File: src/rtl/cache_pkg.sv
// Shared definitions for the LRU replacement engine: width helper,
// default geometry and the way/age types for the default configuration.
package cache_pkg;

    // Ceiling log2 usable in constant expressions; returns 0 for n <= 1.
    function automatic int clog2(input int n);
        int r;
        r = 0;
        while ((1 << r) < n) r++;
        return r;
    endfunction

    localparam int DEF_NUM_WAYS = 4;
    localparam int DEF_NUM_SETS = 4;

    typedef logic [clog2(DEF_NUM_WAYS)-1:0] way_idx_t;
    typedef logic [clog2(DEF_NUM_WAYS)-1:0] age_t;

    localparam age_t AGE_MRU = age_t'(DEF_NUM_WAYS - 1);

endpackage

File: src/rtl/lru_set_ages.sv
// Age registers for one cache set. Age 0 marks the LRU way and
// NUM_WAYS-1 the MRU way; updates keep the ages a permutation.
module lru_set_ages
    import cache_pkg::*;
#(
    parameter  int NUM_WAYS = DEF_NUM_WAYS,
    localparam int WAY_W    = clog2(NUM_WAYS)
) (
    input  logic                               clk,
    input  logic                               reset,
    input  logic                               do_acc,
    input  logic                               acc_hit,
    input  logic [WAY_W-1:0]                   acc_way,
    input  logic                               do_inv,
    input  logic [WAY_W-1:0]                   inv_way,
    output logic [WAY_W-1:0]                   lru_way,
    output logic [NUM_WAYS-1:0][WAY_W-1:0]     ages
);

    localparam logic [WAY_W-1:0] MRU_AGE = WAY_W'(NUM_WAYS - 1);

    logic [WAY_W-1:0]               target;
    logic [WAY_W-1:0]               cur;
    logic [NUM_WAYS-1:0][WAY_W-1:0] ages_next;

    // Locate the age-0 way; scanning downward lets the lowest index win.
    always_comb begin
        lru_way = '0;
        for (int i = NUM_WAYS - 1; i >= 0; i--) begin
            if (ages[i] == '0) lru_way = WAY_W'(i);
        end
    end

    // Access promotes the target to MRU and closes the gap above it;
    // invalidate demotes a way to LRU and shifts the younger ways up.
    always_comb begin
        target    = acc_hit ? acc_way : lru_way;
        cur       = '0;
        ages_next = ages;
        if (do_acc) begin
            cur = ages[target];
            for (int i = 0; i < NUM_WAYS; i++) begin
                if (WAY_W'(i) == target)  ages_next[i] = MRU_AGE;
                else if (ages[i] > cur)   ages_next[i] = ages[i] - 1'b1;
            end
        end else if (do_inv) begin
            cur = ages[inv_way];
            for (int i = 0; i < NUM_WAYS; i++) begin
                if (WAY_W'(i) == inv_way) ages_next[i] = '0;
                else if (ages[i] < cur)   ages_next[i] = ages[i] + 1'b1;
            end
        end
    end

    // Age state; reset gives way i age i so way 0 starts as the victim.
    always_ff @(posedge clk or posedge reset) begin
        if (reset) begin
            for (int i = 0; i < NUM_WAYS; i++) ages[i] <= WAY_W'(i);
        end else begin
            ages <= ages_next;
        end
    end

endmodule

File: src/rtl/lru_age_policy.sv
// Multi-set counter-based LRU engine: set decode, access/invalidate
// conflict resolution, victim query and registered reporting.
module lru_age_policy
    import cache_pkg::*;
#(
    parameter  int NUM_WAYS = DEF_NUM_WAYS,
    parameter  int NUM_SETS = DEF_NUM_SETS,
    localparam int WAY_W    = clog2(NUM_WAYS),
    localparam int SET_W    = (NUM_SETS > 1) ? clog2(NUM_SETS) : 1
) (
    input  logic             clk,
    input  logic             reset,
    input  logic             acc_valid,
    input  logic [SET_W-1:0] acc_set,
    input  logic             acc_hit,
    input  logic [WAY_W-1:0] acc_way,
    output logic             fill_valid,
    output logic [WAY_W-1:0] fill_way,
    input  logic             inv_valid,
    input  logic [SET_W-1:0] inv_set,
    input  logic [WAY_W-1:0] inv_way,
    output logic             inv_drop,
    input  logic [SET_W-1:0] query_set,
    output logic [WAY_W-1:0] victim_way
);

    logic [NUM_SETS-1:0]                          do_acc;
    logic [NUM_SETS-1:0]                          do_inv;
    logic [WAY_W-1:0]                             lru_ways [NUM_SETS];
    logic [NUM_SETS-1:0][NUM_WAYS-1:0][WAY_W-1:0] set_ages;
    logic                                         conflict;
    logic [WAY_W-1:0]                             acc_target;
    logic [NUM_WAYS-1:0][WAY_W-1:0]               q_ages;
    logic [WAY_W-1:0]                             victim_next;

    // An access wins over an invalidate aimed at the same set.
    assign conflict = acc_valid && inv_valid && (acc_set == inv_set);

    for (genvar s = 0; s < NUM_SETS; s++) begin : g_set
        assign do_acc[s] = acc_valid && (acc_set == SET_W'(s));
        assign do_inv[s] = inv_valid && (inv_set == SET_W'(s)) && !conflict;

        lru_set_ages #(.NUM_WAYS(NUM_WAYS)) u_set (
            .clk     (clk),
            .reset   (reset),
            .do_acc  (do_acc[s]),
            .acc_hit (acc_hit),
            .acc_way (acc_way),
            .do_inv  (do_inv[s]),
            .inv_way (inv_way),
            .lru_way (lru_ways[s]),
            .ages    (set_ages[s])
        );
    end

    // Resolve the way an access makes MRU, and encode the queried set's victim.
    always_comb begin
        acc_target  = acc_hit ? acc_way : lru_ways[acc_set];
        q_ages      = set_ages[query_set];
        victim_next = '0;
        for (int i = NUM_WAYS - 1; i >= 0; i--) begin
            if (q_ages[i] == '0) victim_next = WAY_W'(i);
        end
    end

    // Registered reports; fill_way keeps its last value between accesses.
    always_ff @(posedge clk or posedge reset) begin
        if (reset) begin
            fill_valid <= 1'b0;
            fill_way   <= '0;
            inv_drop   <= 1'b0;
            victim_way <= '0;
        end else begin
            fill_valid <= acc_valid;
            if (acc_valid) fill_way <= acc_target;
            inv_drop   <= conflict;
            victim_way <= victim_next;
        end
    end

endmodule
File: config.mk
export PLATFORM = sky130hd
export DESIGN_NAME = lru_age_policy
export DESIGN_NICKNAME = d
export VERILOG_FILES = /design/src/rtl/cache_pkg.sv /design/src/rtl/lru_set_ages.sv /design/src/rtl/lru_age_policy.sv
export SDC_FILE = /design/constraint.sdc
export NUM_CORES = 1
export LEC_CHECK = 0
export CAP_MARGIN = 20
export CORE_UTILIZATION = 50
export DETAILED_ROUTE_END_ITERATION = 6
export GPL_TIMING_DRIVEN = 0
export HOLD_SLACK_MARGIN = 0.06
export PLACE_DENSITY = 0.68
export SETUP_SLACK_MARGIN = 0.05
export SLEW_MARGIN = 20
export SYNTH_ARGS = -nofsm -noshare
export SYNTH_HDL_FRONTEND = slang
export SYNTH_SLANG_ARGS = --single-unit
File: constraint.sdc
create_clock -name clk -period 4.8 [get_ports clk]
set_clock_uncertainty 0.2 [all_clocks]
set_input_delay 0.96 -clock clk [delete_from_list [all_inputs] [get_ports clk]]
set_output_delay 0.96 -clock clk [all_outputs]
set_load 0.03 [all_outputs]
After elaboration in Yosys (flattened, before gate mapping)
Cells that the tools add are included.
{"block": "word_totals", "input_bits": 15, "reg_bits": 38, "out_inout_bits": 6, "wordCells": 326}
{"block": "op_classes", "bitwise_logic": 1, "n_addsub": 32, "n_eq_ne": 38, "mux": 118, "n_reduce_logical": 78, "n_lt_le_gt_ge": 39}
{"cell": "two-way mux 2 bit", "count": 99}
{"cell": "two-way mux 8 bit", "count": 9}
{"cell": "zero test 2 bit", "count": 27}
{"cell": "!= test 3 bit (second input constant)", "count": 16}
{"cell": "AND reduction 3 bit", "count": 16}
{"cell": "nonzero test 3 bit", "count": 16}
{"cell": "binary-select mux 2 bit (select 2 bit)", "count": 9}
{"cell": "adder 2 x 1 -> 2 bit (second input constant)", "count": 16}
{"cell": "greater-than comparator 2 bit", "count": 16}
{"cell": "less-than comparator 2 bit", "count": 16}
{"cell": "subtractor 2 x 1 -> 2 bit (second input constant)", "count": 16}
{"cell": "== test 2 bit (first input constant)", "count": 10}
{"cell": "less-than comparator 2 x 3 -> 1 bit (second input constant)", "count": 6}
{"cell": "binary-select mux 8 bit (select 2 bit)", "count": 1}
{"cell": "logical AND 1 bit", "count": 14}
{"cell": "== test 1 x 2 -> 1 bit (first input constant)", "count": 5}
{"cell": "== test 2 bit (second input constant)", "count": 4}
{"cell": "nonzero test 2 bit", "count": 4}
{"cell": "== test 2 x 1 -> 1 bit (second input constant)", "count": 2}
{"cell": "greater-or-equal comparator 3 bit (second input constant)", "count": 1}
{"cell": "inverter 2 -> 3 bit", "count": 1}
{"cell": "== test 2 bit", "count": 1}
{"cell": "zero test 1 bit", "count": 1}

Depth between registers and ports, before layout
{"block": "logic_depth", "ltp_word": 12, "depth_mapped": 16, "depth_no_buf": 14}

Hierarchy
Synthesis repeated with hierarchy kept, for this count alone.
{"block": "unflattened", "cells_unflattened": 681, "area_unflattened_um2": 5406.4}
{"mod": "lru_set_ages at g_set[1].u_set ...", "seq_area_each_um2": 205.2, "area_per_inst_um2": 1148.6, "cells_per_inst": 148, "instances": 2}
{"mod": "lru_set_ages at g_set[0].u_set", "seq_area_each_um2": 205.2, "area_per_inst_um2": 1307.5, "cells_per_inst": 162, "instances": 1}
{"mod": "lru_set_ages at g_set[3].u_set", "seq_area_each_um2": 205.2, "area_per_inst_um2": 1258.7, "cells_per_inst": 163, "instances": 1}
{"mod": "lru_age_policy", "seq_area_each_um2": 150.1, "area_per_inst_um2": 543.0, "cells_per_inst": 60, "instances": 1}

Worst setup path after synthesis
OpenSTA, ideal clock, no wires.
{"block": "synth_timing", "path_type": "input to register", "from": "in acc_hit", "to": "reg g_set[0].u_set.ages[7] in the netlist's numbering", "setup_ps": 82, "path_buffers": 2, "path_stages": 14, "arrival_time_ps": 3466, "setup_slack_ps": 1051, "t_required_ps": 4518, "path_cell_list": "buf_6 -> or2_1 -> o211a_1 -> buf_2 -> nor2_1 -> a211oi_1 -> a21oi_1 -> ha_1 -> o21ba_2 -> a311oi_1 -> o211ai_1 -> a31oi_1 -> a21oi_1 -> mux2_2"}
{"block": "synth_via", "elab_chain_len": 6, "elab_cells_between_ends": 9, "cone_classes": "order compare: 1; eq/ne: 2; mux: 5; reduce/logical: 1"}
{"element": "from (decl)", "line_no": "lru_age_policy.sv:15", "text": "input logic acc_hit,"}
{"element": "two-way mux 2 bit *", "line_no": "lru_set_ages.sv:37", "text": "target = acc_hit ? acc_way : lru_way;"}
{"element": "binary-select mux 2 bit (select 2 bit)", "line_no": "lru_set_ages.sv:41", "text": "cur = ages[target];"}
{"element": "two-way mux 2 bit (not written as such)", "line_no": "lru_set_ages.sv:41"}
{"element": "greater-than comparator 2 bit", "line_no": "lru_set_ages.sv:44", "text": "else if (ages[i] > cur) ages_next[i] = ages[i] - 1'b1;"}
{"element": "!= test 3 bit (no line)"}
{"element": "AND reduction 3 bit (no line)"}
{"element": "to (signal assigned)", "line_no": "lru_set_ages.sv:60", "text": "ages <= ages_next;"}
{"element": "to (decl)", "line_no": "lru_set_ages.sv:17", "text": "output logic [NUM_WAYS-1:0][WAY_W-1:0] ages"}
Mark *: on every way between the ends. The rest lies on a longest branch, timed or not. The select of a mux whose other input is x is not followed.
A chain may end at the register's enable or synchronous reset.

Worst setup path after layout
{"block": "layout_timing", "from": "in acc_hit", "to": "reg g_set[1].u_set.ages[3] in the netlist's numbering"}
{"block": "layout_via", "elab_chain_len": 6, "elab_cells_between_ends": 9, "cone_classes": "order compare: 1; eq/ne: 2; mux: 5; reduce/logical: 1"}
{"element": "two-way mux 2 bit *", "line_no": "lru_set_ages.sv:37"}
{"element": "binary-select mux 2 bit (select 2 bit)", "line_no": "lru_set_ages.sv:41"}
{"element": "two-way mux 2 bit (not written as such)", "line_no": "lru_set_ages.sv:41"}
{"element": "greater-than comparator 2 bit", "line_no": "lru_set_ages.sv:44"}
{"element": "!= test 3 bit (no line)"}
{"element": "AND reduction 3 bit (no line)"}
{"element": "to (signal assigned)", "line_no": "lru_set_ages.sv:60"}
{"element": "to (decl)", "line_no": "lru_set_ages.sv:17"}
Marked as above.

==> results.txt <==
The post-synthesis net count came out at 684. The total of hold buffers inserted after clock tree synthesis is 0. The area of the die came out at 10400 µm². The total number of vias came out at 5228. For this design the top-level I/O count stands at 21. The clock tree from TritonCTS is built. CTS built an H-tree with a depth of 2.

Setup repair after global routing left no endpoint under its margin. In this run the worst setup path begins at acc_hit. The count of nets left with antenna violations after detail routing came out at 0. After technology mapping, the gate count stands at 621. The post-synthesis adder-cell area fraction came out at 12.0%. The total global routing track utilization is 30.8%. The type of the worst min-delay path is flip-flop to flip-flop. The remaining design rule violation count is 0.

In this run the static leakage power is 2.20 nW. Including well taps, the total number of placed cells is 774. The floorplan die height is 102 µm.

The maximum buffer depth of the clock tree is 2. The worst setup path is of the input port to flip-flop kind. The fraction of synthesized cell area in xor and xnor cells came out at 0.349%.

The clock-pin slew of the registers on the worst-case setup and hold paths came out at 0.09 ns. The iteration count of the initial detailed-routing pass is 5. The number of flops mapped to enable cells by yosys is 0. The worst slack at placement came out at 0.0397 ns. Using the TritonRoute via totals, the vias-per-cell ratio works out to 6.69.

The initial antenna violation count came out at 0. The setup slack after layout is 0.311 ns. The share of layout cells above drive strength 1 came out at 13.3%. The first global-routing pass estimated 24600 µm of wire. Global routing finished with a remaining overflow of 0.

The number of max-capacitance violations reported came out at 0. The achievable frequency came out at 0.223 GHz. In the synthesized netlist the dominant register cell turns out to be sky130_fd_sc_hd__dfrtp_1. The worst relative slew slack came out at 40.6%. The final cycle utilization of the critical path is 93.5%. The iteration-0 DRC count of the detailed router came out at 388. The number of hold violations in the final report was 0. The minimum period implied by the final worst setup slack came out at 4.49 ns. The routed wire length came out at 15600 µm. The mapped cell area is 5020 µm². The final weighted congestion in routability-driven placement is 0.929. The largest net degree at the start of global routing is 28. The number of clock sinks came out at 38.

The mux contribution to synthesized area is 7.70%. The data required time at the worst endpoint came out at 4.82 ns. The post-route cell area came out at 5490 µm². The run finished with clean final reports. By area, the combinational part of the netlist is dominated by compound AO/OA/AOI/OAI gates. The biggest fanout along the worst timing path is 10. In this run the critical register-to-register path is launched from g_set[1].u_set.ages[3]$_DFFE_PP0P_. The capturing element type of the critical path is a flip-flop. The placed instance area is 5400 µm². The die is 102 µm wide.

The number of cells in the finished layout apart from fillers came out at 782. The worst path arrival time is 4.50 ns. The tree is rooted in a sky130_fd_sc_hd__clkbuf_8. The number of max-slew violations in the final report was 0. In the final timing run, aggregate negative setup slack is 0 ns. In this run the tool buffered the top-level ports with 19 buffer cells.

The latest clock arrival within the worst-skew pair is 0.31 ns. Once the floorplan was initialized, standard cells occupied 51.6% of the core. The fraction of the mapped netlist area in compound gates came out at 36.8%. The average instance area after synthesis came out at 8.08 µm². The core region area came out at 9730 µm².

For the pin with the worst max-slew slack, the measured transition is 0.881 ns. The final setup violation count is 0. The number of synthesis warnings came out at 0. The sequential cell area fraction in the yosys report came out at 19.3%. Counting distinct cell types in the post-synthesis netlist gives 85. The number of global-route vias before repair came out at 4797. The detailed placer's ending HPWL is 11700 µm. The count of standard-cell rows came out at 36. The power per unit of standard cell area is 696 nW/µm². The hold path startpoint is g_set[3].u_set.ages[0]$_DFFE_PP0P_. The worst setup path is launched from an input port. The simple-gate area share of the yosys netlist came out at 17.2%. The average wire per cell in the routed design came out at 20.0 µm. Counting flops and latches in the post-synthesis netlist gives 38. The worst supply voltage drop on vdd is 0.316 mV. The number of buffers created by CTS came out at 5. After the last flow step, the layout net total stands at 711. The total inserted antenna cells came out at 0. The layout-stage area growth over the synthesis result came out at 9.40%.

The worst slack on hold paths came out at 0.338 ns. Counting flops with an async set or reset pin after synthesis yields a share of 100%.
==> repair_timing <==
item,CTS,global route
gates resized for setup,0,1
endpoints found under the setup margin,0,1
setup buffers,0,0
==> synth_stat cells, drive strengths merged, types with 7 or more instances <==
master | n | area, µm²
a2111oi | 12 | 150
a211oi | 17 | 150
a21oi | 62 | 314
a31oi | 34 | 219
and3 | 7 | 43.8
buf | 14 | 93.8
clkbuf | 17 | 63.8
dfrtp | 22 | 551
dfstp | 16 | 420
ha | 48 | 601
inv | 47 | 176
mux2 | 14 | 161
mux2i | 9 | 90.1
nand2 | 51 | 208
nand3 | 11 | 60.1
nor2 | 42 | 173
nor3 | 21 | 105
o2111ai | 7 | 61.3
o211ai | 13 | 103
o21ai | 34 | 170
o31ai | 12 | 95.1
or3 | 7 | 43.8
==> cell families after synthesis <==
family,Yosys count
compound gates,254
flops,38
simple gates,172
fa+ha+maj,48
xor+xnor,2
buf+inv,78
mux,29
==> where the power goes <==
part	internal, mW	switching (mW)
sequential	0.525	0.251
combinational	1.15	1.65
clock	0.116	0.134
total	1.79	2.03
==> sequential cells by signal (all words and copies together) (netlist names) <==
signal,count
inv_drop,1
fill_way,2
victim_way,2
g_set.u_set.ages,32
fill_valid,1
==> layer usage <==
layer  part of all wire [%]  wire, µm  vias up  GRT usage [%]
li1                       -         -     2474              -
met1                     44      6960     2475           42.6
met2                     45      7050      241           48.5
met3                    7.6      1190       38           3.90
met4                    2.8       432        0           12.9
met5                      0         0        -              0
==> area by class of cell <==
cell class,instances,area [µm²]
plain buffers,31,158
clock buffers,7,86.3
clock inverters,1,5.00
fillers,954,4240
inverters,47,176
multi-input cells,505,3720
flip-flops and latches,38,971
well taps,133,166
repair buffers,20,210
==> placed cells by master (no fill, tap or decap), types with 4 or more instances in the layout <==
cell	n
sky130_fd_sc_hd__a22oi_1	5
sky130_fd_sc_hd__o21ai_0	30
sky130_fd_sc_hd__o2111ai_1	7
sky130_fd_sc_hd__ha_1	48
sky130_fd_sc_hd__mux4_2	6
sky130_fd_sc_hd__nor2b_1	6
sky130_fd_sc_hd__clkbuf_1	18
sky130_fd_sc_hd__inv_1	45
sky130_fd_sc_hd__clkdlybuf4s50_1	19
sky130_fd_sc_hd__o211ai_1	12
sky130_fd_sc_hd__a31oi_1	33
sky130_fd_sc_hd__a32oi_1	6
sky130_fd_sc_hd__a21oi_1	60
sky130_fd_sc_hd__and3_1	7
sky130_fd_sc_hd__clkbuf_8	6
sky130_fd_sc_hd__nor2_1	40
sky130_fd_sc_hd__nand3_1	10
sky130_fd_sc_hd__a211o_1	4
sky130_fd_sc_hd__o32a_1	4
sky130_fd_sc_hd__nor3_1	21
sky130_fd_sc_hd__o31ai_1	11
sky130_fd_sc_hd__or3_1	7
sky130_fd_sc_hd__o21bai_1	5
sky130_fd_sc_hd__a2111oi_2	4
sky130_fd_sc_hd__mux2i_1	9
sky130_fd_sc_hd__a311oi_1	4
sky130_fd_sc_hd__mux2_1	4
sky130_fd_sc_hd__nand2b_1	5
sky130_fd_sc_hd__a2111oi_0	6
sky130_fd_sc_hd__mux2_2	9
sky130_fd_sc_hd__dfrtp_1	22
sky130_fd_sc_hd__dfstp_2	16
sky130_fd_sc_hd__a211oi_1	14
sky130_fd_sc_hd__o21ai_1	4
sky130_fd_sc_hd__nand2_1	50
sky130_fd_sc_hd__buf_2	9
==> through the flow <==
stage / power [mW] / util [%]
6_report: 3.82 / 56.4
5_1_grt: 4.19 / 56.4
4_1_cts: 3.76 / 56.4
3_5_place_dp: 3.49 / 55.5
3_3_place_gp: 3.38 / 55.3
2_1_floorplan: 2.85 / -
==> critical path, stage by stage <==
cell                              delay, ns
sky130_fd_sc_hd__clkdlybuf4s50_1       0.52
sky130_fd_sc_hd__or2b_1                0.21
sky130_fd_sc_hd__clkbuf_1              0.31
sky130_fd_sc_hd__o211a_1               0.27
sky130_fd_sc_hd__buf_2                 0.25
sky130_fd_sc_hd__a211oi_1              0.11
sky130_fd_sc_hd__a21oi_1               0.35
sky130_fd_sc_hd__ha_1                  0.32
sky130_fd_sc_hd__nor2_1                0.19
sky130_fd_sc_hd__nor2_1                0.09
sky130_fd_sc_hd__o21ai_0               0.27
sky130_fd_sc_hd__a22oi_1               0.11
sky130_fd_sc_hd__o211ai_1              0.28
sky130_fd_sc_hd__mux2i_1               0.27
==> worst paths after layout <==
path / endpoint / slack, ns / cells past startpoint
min reg2reg: g_set[3].u_set.ages[0]$_DFFE_PP0P_ / 0.34 / 1
max reg2reg: g_set[1].u_set.ages[3]$_DFFE_PP0P_ / 0.63 / 16
min in group asynchronous: victim_way[1]$_DFF_PP0_ / 0.71 / 2
max in group asynchronous: g_set[1].u_set.ages[6]$_DFFE_PP1P_ / 3.16 / 3
min: g_set[3].u_set.ages[0]$_DFFE_PP0P_ / 0.34 / 1
max: g_set[1].u_set.ages[3]$_DFFE_PP0P_ / 0.31 / 14
Power figures use the tool's default switching activity.
